File: config.mk
export PLATFORM = sky130hd
export DESIGN_NAME = spi_master_gen_flat
export DESIGN_NICKNAME = d
export VERILOG_FILES = /design/src/rtl/spi_master_gen_if.sv /design/src/rtl/spi_master_gen.sv /design/src/flat_wrapper.sv
export SDC_FILE = /design/constraint.sdc
export NUM_CORES = 1
export LEC_CHECK = 0
export BUFFER_PORTS_ARGS = -buffer_cell sky130_fd_sc_hd__buf_2
export CORE_ASPECT_RATIO = 0.6
export CORE_UTILIZATION = 35
export CTS_CLUSTER_DIAMETER = 150
export DETAILED_ROUTE_END_ITERATION = 8
export GPL_ROUTABILITY_DRIVEN = 0
export PLACE_DENSITY = 0.65
export SYNTH_ARGS = -nofsm -noshare
export SYNTH_HDL_FRONTEND = slang
export SYNTH_SLANG_ARGS = --single-unit
export TNS_END_PERCENT = 5
File: constraint.sdc
create_clock -name CLK -period 4.3 [get_ports CLK]
set_input_delay 0.645 -clock CLK [delete_from_list [all_inputs] [get_ports CLK]]
set_output_delay 0.645 -clock CLK [all_outputs]
set_load 0.01 [all_outputs]
File: src/rtl/spi_master_gen_if.sv
// spi_master_gen_if
// Word-level and SPI-pin bundle for spi_master_gen. The master modport is
// the SPI master's view. The slave modport is the view of whatever sits
// around the master: the local producer/consumer plus the off-chip slaves.
//
// Signals:
//   transmit   session enable (start a word / continue a burst)
//   d_valid    data_in valid
//   data_in    word to send (DATA_WIDTH)
//   cpol/cpha  SPI mode, latched per word
//   cs_sel     slave index, latched at the first word of a burst (CS_WIDTH)
//   lsb_first  LSB-first select (only when SPI_LSB_FIRST_EN is defined)
//   MISO       serial data from slave
//   MOSI       serial data to slave
//   SCLK       serial clock
//   CS         active-low chip selects (NUM_CS)
//   ready      a word can be accepted this cycle
//   busy       session in progress or CS asserted
//   done       one-cycle pulse at word completion
//   rx         last received word (DATA_WIDTH)
//
// Optional feature macro: SPI_LSB_FIRST_EN (adds lsb_first).

interface spi_master_gen_if #(
   parameter int DATA_WIDTH = 8,
   parameter int NUM_CS     = 1,
   parameter int CS_WIDTH   = (NUM_CS > 1) ? $clog2(NUM_CS) : 1
);

   logic                  transmit;
   logic                  d_valid;
   logic [DATA_WIDTH-1:0] data_in;
   logic                  cpol;
   logic                  cpha;
   logic [CS_WIDTH-1:0]   cs_sel;
`ifdef SPI_LSB_FIRST_EN
   logic                  lsb_first;
`endif
   logic                  MISO;
   logic                  MOSI;
   logic                  SCLK;
   logic [NUM_CS-1:0]     CS;
   logic                  ready;
   logic                  busy;
   logic                  done;
   logic [DATA_WIDTH-1:0] rx;

   modport master (
`ifdef SPI_LSB_FIRST_EN
      input  lsb_first,
`endif
      input  transmit, d_valid, data_in, cpol, cpha, cs_sel, MISO,
      output MOSI, SCLK, CS, ready, busy, done, rx
   );

   modport slave (
`ifdef SPI_LSB_FIRST_EN
      output lsb_first,
`endif
      output transmit, d_valid, data_in, cpol, cpha, cs_sel, MISO,
      input  MOSI, SCLK, CS, ready, busy, done, rx
   );

endinterface

File: src/rtl/spi_master_gen.sv
// spi_master_gen
// Parametrised SPI master. It supports any word width, an SCLK divide ratio,
// several slave selects and all four CPOL/CPHA modes. Back-to-back words can
// share one chip-select assertion (burst).
//
// Ports:
//   CLK    system clock, all logic on the rising edge
//   reset  synchronous, active-high reset
//   bus    spi_master_gen_if.master: word handshake (transmit, d_valid,
//          data_in, ready, done, rx, busy), mode/select inputs (cpol, cpha,
//          cs_sel) and SPI pins (MISO, MOSI, SCLK, CS)
//
// Optional feature macro: SPI_LSB_FIRST_EN. When defined, bus.lsb_first is
// latched with each word and selects LSB-first shifting. Otherwise the block
// is always MSB-first.

module spi_master_gen #(
   parameter int DATA_WIDTH = 8,
   parameter int CLK_DIV    = 1,
   parameter int NUM_CS     = 1,
   parameter int CS_WIDTH   = (NUM_CS > 1) ? $clog2(NUM_CS) : 1
) (
   input logic              CLK,
   input logic              reset,
   spi_master_gen_if.master bus
);

   localparam logic [1:0] IDLE  = 2'd0;
   localparam logic [1:0] SHIFT = 2'd1;
   localparam logic [1:0] LAST  = 2'd2;
   localparam logic [1:0] GAP   = 2'd3;

   localparam int DIV_W  = (CLK_DIV > 1) ? $clog2(CLK_DIV) : 1;
   localparam int EDGE_W = $clog2(2 * DATA_WIDTH) + 1;
   localparam logic [DIV_W-1:0]  DIV_LAST   = DIV_W'(CLK_DIV - 1);
   localparam logic [EDGE_W-1:0] EDGE_FINAL = EDGE_W'(2 * DATA_WIDTH - 1);

   logic [1:0]            state;
   logic [NUM_CS-1:0]     cs_q;
   logic                  sclk_q;
   logic                  mosi_q;
   logic                  done_q;
   logic [DATA_WIDTH-1:0] rx_q;
   logic                  cpol_q;
   logic                  cpha_q;
   logic                  lsb_q;
   logic [DATA_WIDTH-1:0] tx_shift;
   logic [DATA_WIDTH-1:0] rx_shift;
   logic [DIV_W-1:0]      div_cnt;
   logic [EDGE_W-1:0]     edge_cnt;

   logic                  lsb_sel;
   logic                  ready_int;
   logic                  accept;
   logic                  leading;
   logic                  final_edge;
   logic                  sample;
   logic                  shift_out;
   logic [DATA_WIDTH-1:0] load_word;
   logic [DATA_WIDTH-1:0] rx_next;
   logic [DATA_WIDTH-1:0] rx_word;
   logic [NUM_CS-1:0]     cs_dec;

   function automatic logic [DATA_WIDTH-1:0] bit_reverse(input logic [DATA_WIDTH-1:0] w);
      logic [DATA_WIDTH-1:0] r;
      for (int i = 0; i < DATA_WIDTH; i++) begin
         r[i] = w[DATA_WIDTH-1-i];
      end
      return r;
   endfunction

`ifdef SPI_LSB_FIRST_EN
   assign lsb_sel = bus.lsb_first;
`else
   assign lsb_sel = 1'b0;
`endif

   // Handshake and edge classification. The shifter always works MSB-first
   // internally. LSB-first words are reversed on the way in and on the way
   // out. edge_cnt holds the number of SCLK edges already produced, so an
   // even count means the coming edge is a leading (odd-numbered) one.
   always_comb begin
      ready_int  = (state == IDLE) || (state == LAST);
      accept     = ready_int && bus.d_valid && bus.transmit;
      leading    = ~edge_cnt[0];
      final_edge = (edge_cnt == EDGE_FINAL);
      sample     = leading ^ cpha_q;
      shift_out  = cpha_q ? leading : (~leading && ~final_edge);
      load_word  = lsb_sel ? bit_reverse(bus.data_in) : bus.data_in;
      rx_next    = {rx_shift[DATA_WIDTH-2:0], bus.MISO};
      rx_word    = cpha_q ? rx_next : rx_shift;
      if (lsb_q) begin
         rx_word = bit_reverse(rx_word);
      end
      cs_dec = '1;
      for (int i = 0; i < NUM_CS; i++) begin
         if (bus.cs_sel == CS_WIDTH'(i)) begin
            cs_dec[i] = 1'b0;
         end
      end
   end

   // Main sequencer. A word is accepted from IDLE, or from LAST to continue
   // a burst. Only an IDLE acceptance picks up a new chip select. In SHIFT,
   // the half-period counter emits one SCLK edge every CLK_DIV cycles. The
   // final edge returns SCLK to its idle level and produces done. MISO needs
   // no synchroniser: it is only sampled on edges this block generates,
   // half an SCLK period after the slave drives it.
   always_ff @(posedge CLK) begin
      if (reset) begin
         state    <= IDLE;
         cs_q     <= '1;
         sclk_q   <= 1'b0;
         mosi_q   <= 1'b0;
         done_q   <= 1'b0;
         rx_q     <= '0;
         cpol_q   <= 1'b0;
         cpha_q   <= 1'b0;
         lsb_q    <= 1'b0;
         tx_shift <= '0;
         rx_shift <= '0;
         div_cnt  <= '0;
         edge_cnt <= '0;
      end else begin
         done_q <= 1'b0;
         if (accept) begin
            state    <= SHIFT;
            cpol_q   <= bus.cpol;
            cpha_q   <= bus.cpha;
            lsb_q    <= lsb_sel;
            sclk_q   <= bus.cpol;
            div_cnt  <= '0;
            edge_cnt <= '0;
            rx_shift <= '0;
            if (state == IDLE) begin
               cs_q <= cs_dec;
            end
            if (bus.cpha) begin
               mosi_q   <= 1'b0;
               tx_shift <= load_word;
            end else begin
               mosi_q   <= load_word[DATA_WIDTH-1];
               tx_shift <= {load_word[DATA_WIDTH-2:0], 1'b0};
            end
         end else begin
            case (state)
               IDLE: begin
                  mosi_q <= 1'b0;
               end
               SHIFT: begin
                  if (div_cnt == DIV_LAST) begin
                     div_cnt  <= '0;
                     sclk_q   <= ~sclk_q;
                     edge_cnt <= edge_cnt + EDGE_W'(1);
                     if (sample) begin
                        rx_shift <= rx_next;
                     end
                     if (shift_out) begin
                        mosi_q   <= tx_shift[DATA_WIDTH-1];
                        tx_shift <= {tx_shift[DATA_WIDTH-2:0], 1'b0};
                     end
                     if (final_edge) begin
                        state  <= LAST;
                        done_q <= 1'b1;
                        rx_q   <= rx_word;
                     end
                  end else begin
                     div_cnt <= div_cnt + DIV_W'(1);
                  end
               end
               LAST: begin
                  state  <= GAP;
                  cs_q   <= '1;
                  mosi_q <= 1'b0;
               end
               GAP: begin
                  state <= IDLE;
               end
               default: begin
                  state <= IDLE;
               end
            endcase
         end
      end
   end

   // While IDLE, SCLK follows the live cpol input so the slave sees the
   // correct idle level before CS falls. In every other state SCLK comes
   // from the register. ready and the idle SCLK are forced low during reset.
   assign bus.SCLK  = (state == IDLE) ? (bus.cpol & ~reset) : sclk_q;
   assign bus.ready = ready_int & ~reset;
   assign bus.busy  = (state != IDLE) || (cs_q != '1);
   assign bus.MOSI  = mosi_q;
   assign bus.CS    = cs_q;
   assign bus.done  = done_q;
   assign bus.rx    = rx_q;

endmodule
File: src/flat_wrapper.sv
// flat-port wrapper written by rule: the top's interface ports become plain ports
module spi_master_gen_flat 
#(
   parameter int DATA_WIDTH = 8,
   parameter int CLK_DIV    = 1,
   parameter int NUM_CS     = 1,
   parameter int CS_WIDTH   = (NUM_CS > 1) ? $clog2(NUM_CS) : 1
)
  (CLK, reset, bus_transmit, bus_d_valid, bus_data_in, bus_cpol, bus_cpha, bus_cs_sel, bus_MISO, bus_MOSI, bus_SCLK, bus_CS, bus_ready, bus_busy, bus_done, bus_rx);
  spi_master_gen_if #(.DATA_WIDTH(DATA_WIDTH), .NUM_CS(NUM_CS), .CS_WIDTH(CS_WIDTH)) bus_i ();
  input logic CLK;
  input logic reset;
  input wire logic [$bits(bus_i.transmit)-1:0] bus_transmit;
  input wire logic [$bits(bus_i.d_valid)-1:0] bus_d_valid;
  input wire logic [$bits(bus_i.data_in)-1:0] bus_data_in;
  input wire logic [$bits(bus_i.cpol)-1:0] bus_cpol;
  input wire logic [$bits(bus_i.cpha)-1:0] bus_cpha;
  input wire logic [$bits(bus_i.cs_sel)-1:0] bus_cs_sel;
  input wire logic [$bits(bus_i.MISO)-1:0] bus_MISO;
  output wire logic [$bits(bus_i.MOSI)-1:0] bus_MOSI;
  output wire logic [$bits(bus_i.SCLK)-1:0] bus_SCLK;
  output wire logic [$bits(bus_i.CS)-1:0] bus_CS;
  output wire logic [$bits(bus_i.ready)-1:0] bus_ready;
  output wire logic [$bits(bus_i.busy)-1:0] bus_busy;
  output wire logic [$bits(bus_i.done)-1:0] bus_done;
  output wire logic [$bits(bus_i.rx)-1:0] bus_rx;
  assign bus_i.transmit = bus_transmit;
  assign bus_i.d_valid = bus_d_valid;
  assign bus_i.data_in = bus_data_in;
  assign bus_i.cpol = bus_cpol;
  assign bus_i.cpha = bus_cpha;
  assign bus_i.cs_sel = bus_cs_sel;
  assign bus_i.MISO = bus_MISO;
  assign bus_MOSI = bus_i.MOSI;
  assign bus_SCLK = bus_i.SCLK;
  assign bus_CS = bus_i.CS;
  assign bus_ready = bus_i.ready;
  assign bus_busy = bus_i.busy;
  assign bus_done = bus_i.done;
  assign bus_rx = bus_i.rx;
  spi_master_gen #(.DATA_WIDTH(DATA_WIDTH), .CLK_DIV(CLK_DIV), .NUM_CS(NUM_CS), .CS_WIDTH(CS_WIDTH)) u_core (.CLK(CLK), .reset(reset), .bus(bus_i));
endmodule
==> key figures <==
Global route
  – Number of global-route vias before repair: 1163
  – First-pass GRT wire length: 5.568 mm
  – Tot GR Track Use: 0.1442
  – Initial antenna violation count: 0
  – Total grt overflow: 0
  – Largest net degree at the start of global routing: 23

Synthesis
  – FFs w/ async S/R, synth: 0
  – Synth Register Bits: 36
  – Avg Cell Area, Syn: a little under 10 um2
  – Netlist cell types: 34
  – Mapped Cells: 176
  – Post-Syn Nets: 194
  – Register area share after synthesis: 0.4242
  – Post-Syn Area: 1699 um2
  – Primary FF master, synth: dfxtp_1
  – YS warnings: 0
  – EDFF count, synth: 0

Final layout
  – Layout cells sized above 1: 0.2660
  – Multi-input gate area: 902.1 um2
  – Design area: 1954 um2
  – Commonest non-fill, non-tap cell in the layout: dfxtp_1
  – Fill count: between 400 and 500
  – Antenna cell count: 0
  – Area growth syn-to-layout: 15.02%
  – Most frequent cells in the layout: dfxtp_1 (36), buf_2 (29), nor2_1 (28), mux2i_1 (24), nand2_1 (16)
  – FF/Latch Area: a little over 700 um2
  – NumNets Final: 220

Setup path
  – R2R Setup Slk: about 2.2 ns
  – Crit path kind: in2out
  – CP Max Fanout: 22
  – Critical path arrival: approximately 1.6 ns
  – Crit-path leading delay family: buffers and inverters
  – RR Startpoint: u_core.edge_cnt[0]$_SDFFE_PP0N_
  – Critical Path Sink Type: output port
  – Buf/Inv on CP: 3
  – Worst reg2reg path endpoint: u_core.tx_shift[3]$_SDFFE_PP0P_
  – Reg2Reg Depth: 7
  – CP Cell Sequence: buf_2 -> inv_1 -> a31o_2 -> buf_2
  – CP dominant cell by count: buf_2
  – CP max stage cell: buf_2
  – Startpoint Class: input port
  – WP data required: 3.65 ns
  – CP peak stage delay: roughly 0.42 ns

Drt
  – Final routed DRC violation total: 0
  – Routed vias/inst: 4.767
  – DRT iter0 DRCs: 50
  – DRT Wirelength: approximately 3.3 mm
  – Via count: 1268
  – 1st-pass router iterations: 4
  – ANT nets after route: 0
  – WL per Instance: 12.39 um

Worst hold path
  – Hold/Removal Path Class: reg2reg
  – Hold depth: 2
  – Hold EP: u_core.tx_shift[2]$_SDFFE_PP0P_
  – Hold wc startpoint: u_core.tx_shift[2]$_SDFFE_PP0P_

Power and ir drop
  – Power Density: 348.9 nW/um2
  – Static leakage: 0.7906 nW
  – Peak VDD IR: 0.1663 mV

CTS
  – Clock insertion delay at the later pin of the skew report: 0.29 ns
  – CTS tree: done
  – Hold buffer count at cts: 0
  – CTS resizes: 0
  – Post-CTS Setup Inserts: 0
  – Clk sinks: 36
  – # H-tree levels: 2
  – Total CTS buffers: 5
  – Root buffer cell: clkbuf_8
  – CTS clock-pin slew for the worst setup and hold paths: 0.07 ns
  – Clock Tree Buf Depth: 2

Floorplan
  – Die Footprint: 5146 um2
  – Row count: 19
  – Core area: 4612 um2
  – Initial core utilization: 0.3684
  – Die Wd: 91.95 um
  – Ports: 30
  – Die span in y: between 50 and 60 um

Flow run
  – Max_cap viols: 0

Status
  – Status: finished, final reports clean

Timing
  – Fmax: 447.9 MHz
  – Hold slack: 0.4708 ns
  – Final Cycle Share: 0.5193
  – RSZ-0062 raised after global routing: no
  – Fin crit period: 2.233 ns
  – Worst slew slack as a fraction of its limit: 0.5665
  – Clk_skew: 0.009354 ns
  – Worst slew pin tran: 0.6479 ns
  – Final Slew Violations: 0
  – Setup WS post-layout: 2.067 ns
  – Sum of negative setup slack: 0 ns
  – Final setup violating endpoints: 0
  – Final hold violation count: 0

Placed design
  – Dpl ws: around 2.1 ns
  – Port Buffers: 29
  – Placed Area: 1862 um2
  – HPWL after detailed placement: between 2 and 2.5 mm
==> power breakdown <==
| part | total (W) | internal [W] | leakage (nW) | switching, W |
|---|---|---|---|---|
| combinational | 0.0000791 | 0.0000346 | 0.447 | 0.0000445 |
| clock | 0.000249 | 0.000128 | 0.0510 | 0.000121 |
| sequential | 0.000354 | 0.000344 | 0.292 | 0.00000959 |
| total | 0.000682 | 0.000506 | 0.791 | 0.000176 |
==> metrics by stage <==
stage / util / power [W] / instances
after CTS: 0.4238 / 0.0006900 / 266
final: 0.4238 / 0.0006819 / 266
after global placement: 0.4037 / 0.0004391 / 258
after detailed placement: 0.4037 / 0.0004407 / 258
after global routing: 0.4238 / 0.0007150 / 266
after floorplan: - / 0.0004201 / 176
==> sequential cells by signal, summed over array words and instances (netlist names) <==
name             count
u_core.bus.rx        8
u_core.cpha_q        1
u_core.bus.MOSI      1
u_core.bus.done      1
u_core.sclk_q        1
u_core.state         2
u_core.rx_shift      8
u_core.tx_shift      8
u_core.edge_cnt      5
u_core.bus.CS        1
==> synthesized netlist by cell type (2+ instances only) <==
cell type   n  share of area
ha_1        2          0.015
xor2_1      2          0.010
buf_6       3          0.020
a221oi_2    7          0.062
a21oi_1    13          0.038
a21o_1      2         0.0088
buf_1       2         0.0044
clkbuf_1    2         0.0044
mux2i_1    24           0.14
nand3b_1    2         0.0088
nor2b_1     2         0.0074
buf_2       4          0.012
nor2_1     28          0.062
nand3_1     3         0.0088
nand2b_1    3          0.011
nand2_1    16          0.035
a211oi_1    4          0.018
inv_1       2         0.0044
dfxtp_1    36           0.42
a211oi_2    5          0.037
==> area by class of cell <==
class / count / share of cell area
Tap cell: 63 / 0.04033
Inverter: 2 / 0.003841
Sequential cell: 36 / 0.3688
Timing Repair Buffer: 30 / 0.07810
Multi-Input combinational cell: 127 / 0.4616
Clock inverter: 2 / 0.005122
Clock buffer: 6 / 0.04225
==> worst max path at each step <==
stage,start,to,slack [ns],cells past startpoint
finish,reset,bus_SCLK,2.07,4
global route,u_core.edge_cnt[0]$_SDFFE_PP0N_,u_core.tx_shift[1]$_SDFFE_PP0P_,1.99,7
CTS,reset,bus_SCLK,2.06,4
detailed placement,reset,bus_SCLK,2.06,4
global placement,reset,bus_SCLK,2.07,4
floorplan,u_core.edge_cnt[0]$_SDFFE_PP0N_,u_core.tx_shift[2]$_SDFFE_PP0P_,2.37,7
==> logic make-up (layout without fill, tap and decap cells) <==
family                     Yosys count  in the layout  share of synthesized area
buffers and inverters               13             40                    0.04492
adders and majority gates            2              2                    0.01473
DFF                                 36             36                     0.4242
and+or+nand+nor                     61             61                     0.1657
AOI/OAI and AO/OA                   37             37                     0.1937
muxes                               24             24                     0.1414
xor gates and xnor gates             3              3                    0.01547
==> metal layers <==
metal / GRT usage / wire length (um) / up-vias
met1: 0.2050 / 1894 / 574
met4: 0.06696 / 64 / 0
li1: - / - / 674
met5: 0 / 0 / -
met2: 0.1834 / 1191 / 15
met3: 0.06284 / 145 / 5
==> worst register-to-register path, stage by stage, from the launching register on <==
cell and delay, ns:
dfxtp_1 0.37, ha_1 0.23, and3_1 0.18, ha_1 0.22, or3b_4 0.42, a21oi_4 0.25
a21oi_1 0.13, a221oi_2 0.28
Power figures use the tool's default switching activity.
